$ cat src/rtl/inertial_delay_pkg.sv
// Shared types and helpers for the inertial delay filter.
// The optional drop counter is enabled with the DROP_CNT_EN macro.
package inertial_delay_pkg;

    typedef enum logic {
        STABLE  = 1'b0,
        PENDING = 1'b1
    } state_t;

    localparam int DEF_DW    = 8;
    localparam int DEF_CNT_W = 8;

    // A requested hold length of zero behaves as a single edge.
    function automatic logic [31:0] max_one(input logic [31:0] d);
        return (d == 32'd0) ? 32'd1 : d;
    endfunction

endpackage

$ cat src/rtl/sat_counter.sv
// Saturating up-counter, cleared only by the asynchronous reset.
module sat_counter #(
    parameter int CNT_W = 8
) (
    input  logic             clk,
    input  logic             rstn,
    input  logic             inc,
    output logic [CNT_W-1:0] cnt
);

    // Stick at all-ones instead of wrapping back to zero.
    function automatic logic [CNT_W-1:0] sat_inc(input logic [CNT_W-1:0] v);
        return (&v) ? v : v + 1'b1;
    endfunction

    always_ff @(posedge clk or negedge rstn) begin
        if (!rstn) begin
            cnt <= '0;
        end else if (inc) begin
            cnt <= sat_inc(cnt);
        end
    end

endmodule

$ cat src/rtl/inertial_delay_filter.sv
// Clocked inertial delay: di reaches dout only after holding for dq edges.
// Define DROP_CNT_EN to add the saturating drop_cnt output.
module inertial_delay_filter
    import inertial_delay_pkg::*;
#(
    parameter int   DW    = DEF_DW,
    parameter logic INIT  = 1'b0,
    parameter int   CNT_W = DEF_CNT_W
) (
    input  logic          clk,
    input  logic          rstn,
    input  logic          di,
    input  logic [DW-1:0] dly,
    output logic          dout,
    output logic          busy,
    output logic          rise,
    output logic          fall,
    output logic          drop
`ifdef DROP_CNT_EN
    ,
    output logic [CNT_W-1:0] drop_cnt
`endif
);

    state_t        state;
    logic [DW-1:0] cnt;
    logic [DW-1:0] dq;
    logic [DW-1:0] dly_eff;
    logic [DW-1:0] next_cnt;
    logic [DW-1:0] eff_dq;
    logic          differ;
    logic          accept;
    logic          drop_ev;

    assign dly_eff = DW'(max_one(32'(dly)));

    // A fresh entry into PENDING compares against the live dly; later edges use the latched dq.
    always_comb begin
        next_cnt = DW'(1);
        eff_dq   = dly_eff;
        if (state == PENDING) begin
            next_cnt = cnt + 1'b1;
            eff_dq   = dq;
        end
        differ  = (di != dout);
        accept  = differ && (next_cnt == eff_dq);
        drop_ev = !differ && (state == PENDING);
    end

    always_ff @(posedge clk or negedge rstn) begin
        if (!rstn) begin
            state <= STABLE;
            cnt   <= '0;
            dq    <= DW'(1);
            dout  <= INIT;
            busy  <= 1'b0;
            rise  <= 1'b0;
            fall  <= 1'b0;
            drop  <= 1'b0;
        end else begin
            rise <= 1'b0;
            fall <= 1'b0;
            drop <= drop_ev;
            if (differ) begin
                if (state == STABLE) begin
                    dq <= dly_eff;
                end
                if (accept) begin
                    dout  <= di;
                    state <= STABLE;
                    cnt   <= '0;
                    busy  <= 1'b0;
                    rise  <= di;
                    fall  <= ~di;
                end else begin
                    state <= PENDING;
                    cnt   <= next_cnt;
                    busy  <= 1'b1;
                end
            end else begin
                state <= STABLE;
                cnt   <= '0;
                busy  <= 1'b0;
            end
        end
    end

`ifdef DROP_CNT_EN
    // Counting the same edge that raises drop keeps drop_cnt aligned with the strobe.
    sat_counter #(
        .CNT_W(CNT_W)
    ) u_drop_cnt (
        .clk (clk),
        .rstn(rstn),
        .inc (drop_ev),
        .cnt (drop_cnt)
    );
`else
    logic cnt_w_unused;
    assign cnt_w_unused = (CNT_W > 0);
`endif

endmodule

$ cat config.mk
export PLATFORM = sky130hd
export DESIGN_NAME = inertial_delay_filter
export DESIGN_NICKNAME = d
export VERILOG_FILES = /design/src/rtl/inertial_delay_pkg.sv /design/src/rtl/sat_counter.sv /design/src/rtl/inertial_delay_filter.sv
export SDC_FILE = /design/constraint.sdc
export NUM_CORES = 1
export LEC_CHECK = 0
export ABC_AREA = 1
export BUFFER_PORTS_ARGS = -buffer_cell sky130_fd_sc_hd__buf_2
export CORE_MARGIN = 10
export CORE_UTILIZATION = 55
export CTS_BUF_LIST = sky130_fd_sc_hd__clkbuf_16
export DETAILED_ROUTE_END_ITERATION = 8
export PLACE_DENSITY = 0.76
export SETUP_SLACK_MARGIN = 0.02
export SLEW_MARGIN = 10
export SYNTH_ARGS = -nofsm -noshare
export SYNTH_HDL_FRONTEND = slang
export SYNTH_SLANG_ARGS = --single-unit
$ cat constraint.sdc
create_clock -name clk -period 4.24 [get_ports clk]
set_clock_uncertainty 0.15 [all_clocks]
set_input_delay 0.212 -clock clk [delete_from_list [all_inputs] [get_ports clk]]
set_output_delay 0.212 -clock clk [all_outputs]
set_load 0.03 [all_outputs]
==> impl.org <==
** Critical path
- Number of buffers and inverters on the critical path :: 1
- Top cell by count, worst path :: sky130_fd_sc_hd__nand2_1
- The cell family contributing the most delay on the critical path is simple AND/OR/NAND/NOR gates.
- Stages on worst setup path :: 11
- Crit-path max FO :: 25
- STA puts the critical path data arrival time at 2.32 ns.
- Critical Path, Cell by Cell :: inv_2, nand2_1, nand2_1, xor2_1, nand2_1, nor2_1, nand2_1, nor2_2, nand2_4, nand2_8, nor2_2
- The critical path in this run is classified as flop to flop.
- The slowest stage of the critical path belongs to the cell sky130_fd_sc_hd__dfrtp_1.
- Worst reg-to-reg path cell count :: 11
- Type of origin of the critical path :: flop
- Kind of end point of the critical path :: flop
- Worst Path Required :: 4.23 ns
- Slowest cell delay on critical path :: 0.82 ns

** Route
- Routed wire length :: 2608 um
- Via count of the routed design :: 1072
- In this run, the number of DRC markers left after iteration 0 of detailed routing was 83.
- The detail route stage leaves a number of antenna-violating nets equal to 0.
- Remaining DRCs :: 0
- After detailed routing, the average wire length per cell comes to 12.42 um.
- After detailed routing, the number of vias per cell comes to 5.105.
- First-pass detailed-route iteration total :: 4

** Timing
- In this run the tightest slew margin relative to its limit is 50.02%.
- Maximum operating frequency :: 430.1 MHz
- For the pin with the worst max-slew slack, the measured transition is 0.7497 ns.
- Aggregate negative setup slack :: 0 ns
- Setup repair after global routing left no endpoint under its margin.
- The clock period could shrink to 2.325 ns.
- Number of hold violations in the final report :: 0
- Number of max-slew violations in the final report :: 0
- Of the available clock period, the critical path in the final layout requires 54.83%.
- Setup slack on the critical path of the routed design comes to 1.915 ns.
- The tightest hold path in the finished design has a slack of 0.08589 ns.
- Final Setup Violations :: 0

** Clocking
- CTS tree :: done
- Gates resized during post-CTS repair numbered 0.
- Counting the buffers created by CTS gives 3.
- Root buffer cell :: sky130_fd_sc_hd__clkbuf_16
- Clk Latency, worst-skew pair :: 0.25 ns
- Clock-pin slew of the registers on the worst-case setup and hold paths :: 0.05 ns
- Num Clock Sinks :: 21
- CTS built an H-tree with a depth of 1.
- Number of buffers on the longest clock path :: 2

** Placement
- Buffers placed on the I/O ports in this run total 15.
- Placement-stage worst setup slack :: 2.042 ns
- Summed over all nets, the half-perimeter wirelength after detailed placement is 2000 um.
- Final estimated routing congestion in global placement :: 0.8621

** Power
- Maximum ir drop on the vdd rail :: 0.4232 mV
- Summed over all cells, the static leakage comes to 0.7352 nW.
- In this run the power density over the cells is 622.5 nW/um^2.

** GRT
- The number of antenna violations at the first check in global routing is 0.
- In the global route stage, overall resource usage came out at 12.98%.
- Overflow after GRT :: 0
- The number of global-route vias before repair came to 997.
- Largest net degree at the start of global routing :: 26
- Global-route wire length before repair :: 4540 um

** Die
- Measured along the y axis, the die boundary spans 67.41 um.
- For this design the top-level I/O count stands at 16.
- Initial cell density of the core :: 56.98%
- The initialized floorplan defines 17 standard-cell rows.
- Measured along the x axis, the die boundary spans 67.41 um.
- The die covers 4544 sq um.
- Placeable core area :: 2170 sq um

** Synth
- Of the synthesized area, sequential elements account for 42.61%.
- In this run the cell area of the synthesized design comes to 1236 sq um.
- Yosys warning total :: 0
- Measured against the total synthesized area, the mux share comes to 0%.
- Area share of and/or/nand/nor cells after synthesis :: 38.06%
- Of the total synthesized cell area, the portion taken by full adders, half adders and majority gates is 1.012%.
- The number of nets handed over by synthesis was 177.
- Counting flops and latches in the post-synthesis netlist gives 21.
- Largest family of logic cells by synthesized area :: simple AND/OR/NAND/NOR gates
- Parity-gate share of the synthesized area counting xor and xnor cells :: 0.7085%
- The synthesized netlist contains 26 unique library cells.
- The synthesized netlist devotes 8.502% of its cell area to compound gates.
- In the synthesized netlist, the number of instances is 165.
- A synthesized cell averages 7.492 sq um.

** Final layout
- In the final layout, the share of cells above drive strength 1 is 23.08%.
- 0 antenna diodes ended up in the layout.
- Summing all multi-input logic gate instances after layout gives 596.8 sq um.
- The area growth from synthesis to layout is 14.27%.
- Filler instances :: 181
- Share of the core filled with cells in the final layout :: 65.11%
- Register area :: 526.8 sq um
- Final Net Count :: 195

** Hold path
- Worst Hold Path Cells :: 3
- The path class of the tightest hold or removal check is input port to flop.

** Outcome
- The run finished with clean final reports.

** Job
- Max-cap violations :: 0
==> synthesized netlist by cell type, drive strengths merged <==
master	number	share of area (%)
o21a	1	0.61
inv	24	7.3
dfrtp	20	40
o21bai	3	2.1
a21oi	1	0.40
buf	2	1.5
or2	1	0.51
nand2	50	18
a31oi	1	0.51
clkbuf	1	0.30
o21ai	12	4.9
ha	1	1.0
dfstp	1	2.1
nor2	27	11
nand3	14	5.7
xor2	1	0.71
nand4	5	2.5
==> final cells by class <==
class | count | share of cell area (%)
clock buffer | 3 | 5.314
clock inverter | 1 | 0.2657
inverter | 24 | 6.377
multi-input combinational | 117 | 42.25
sequential | 21 | 37.29
tap | 28 | 2.480
timing repair buffer | 16 | 6.023
==> logic make-up after synthesis <==
logic type / Yosys count
buffers and inverters: 27
and+or+nand+nor: 97
DFF: 21
xor gates and xnor gates: 1
adders and majority gates: 1
AOI/OAI and AO/OA: 18
==> worst paths after layout <==
check / slack, ns / start / endpoint
min reg2reg: 0.34 / dq[0] / dq[0]
max: 1.92 / state / cnt[4]
min in group asynchronous: 0.30 / rstn / dq[1]
max reg2reg: 1.92 / state / cnt[4]
max in group asynchronous: 3.30 / rstn / dq[0]
min: 0.09 / di / rise
==> where the power goes <==
part | total (W) | switching [W] | internal [W] | leakage, nW
sequential | 0.000320 | 0.0000568 | 0.000263 | 0.269
clock | 0.000194 | 0.0000683 | 0.000126 | 0.0423
combinational | 0.000366 | 0.000249 | 0.000116 | 0.424
==> state kept, by name, indices dropped and copies added (netlist names) <==
name / count
fall: 1
state: 1
dq: 8
cnt: 8
rise: 1
drop: 1
dout: 1
==> worst reg2reg max path, cell delays in order (launching register included) <==
cell	delay (ns)
sky130_fd_sc_hd__dfrtp_1	0.82
sky130_fd_sc_hd__inv_2	0.19
sky130_fd_sc_hd__nand2_1	0.13
sky130_fd_sc_hd__nand2_1	0.06
sky130_fd_sc_hd__xor2_1	0.14
sky130_fd_sc_hd__nand2_1	0.08
sky130_fd_sc_hd__nor2_1	0.14
sky130_fd_sc_hd__nand2_1	0.08
sky130_fd_sc_hd__nor2_2	0.16
sky130_fd_sc_hd__nand2_4	0.10
sky130_fd_sc_hd__nand2_8	0.11
sky130_fd_sc_hd__nor2_2	0.05
==> repair_timing <==
| action | CTS | global route |
|---|---|---|
| hold buffers | 1 | 0 |
| buffers inserted | 0 | 0 |
| endpoints found under the hold margin | 20 | 0 |
==> layer usage <==
metal	track usage (%)	share of wire [%]	wire length [um]
met3	2.149	4.2	110
met4	6.410	2.4	62
met1	16.70	47	1227
met5	0	0	0
met2	20.62	46	1208
==> cell usage in the layout, fill, tap and decap left out, types with 2 or more instances in the layout <==
cell type / count
sky130_fd_sc_hd__inv_1: 21
sky130_fd_sc_hd__nor2_1: 15
sky130_fd_sc_hd__nand3_1: 14
sky130_fd_sc_hd__o21bai_1: 2
sky130_fd_sc_hd__inv_2: 4
sky130_fd_sc_hd__nand2_1: 44
sky130_fd_sc_hd__nand2_2: 4
sky130_fd_sc_hd__nor2_2: 10
sky130_fd_sc_hd__clkbuf_16: 3
sky130_fd_sc_hd__nand4_1: 5
sky130_fd_sc_hd__o21ai_1: 4
sky130_fd_sc_hd__buf_2: 15
sky130_fd_sc_hd__nor2_4: 2
sky130_fd_sc_hd__dfrtp_1: 20
sky130_fd_sc_hd__o21ai_0: 8
==> per-stage QoR <==
| step | cell area [sq um] | cells | power [W] |
|---|---|---|---|
| 6_report | 1413 | 210 | 0.0008794 |
| 4_1_cts | 1413 | 210 | 0.0008841 |
| 5_1_grt | 1413 | 210 | 0.0009550 |
| 3_5_place_dp | 1324 | 205 | 0.0006827 |
| 2_1_floorplan | 1236 | 165 | 0.0006126 |
| 3_3_place_gp | 1324 | 205 | 0.0006736 |
No activity file was read; power rests on OpenSTA's default activity.
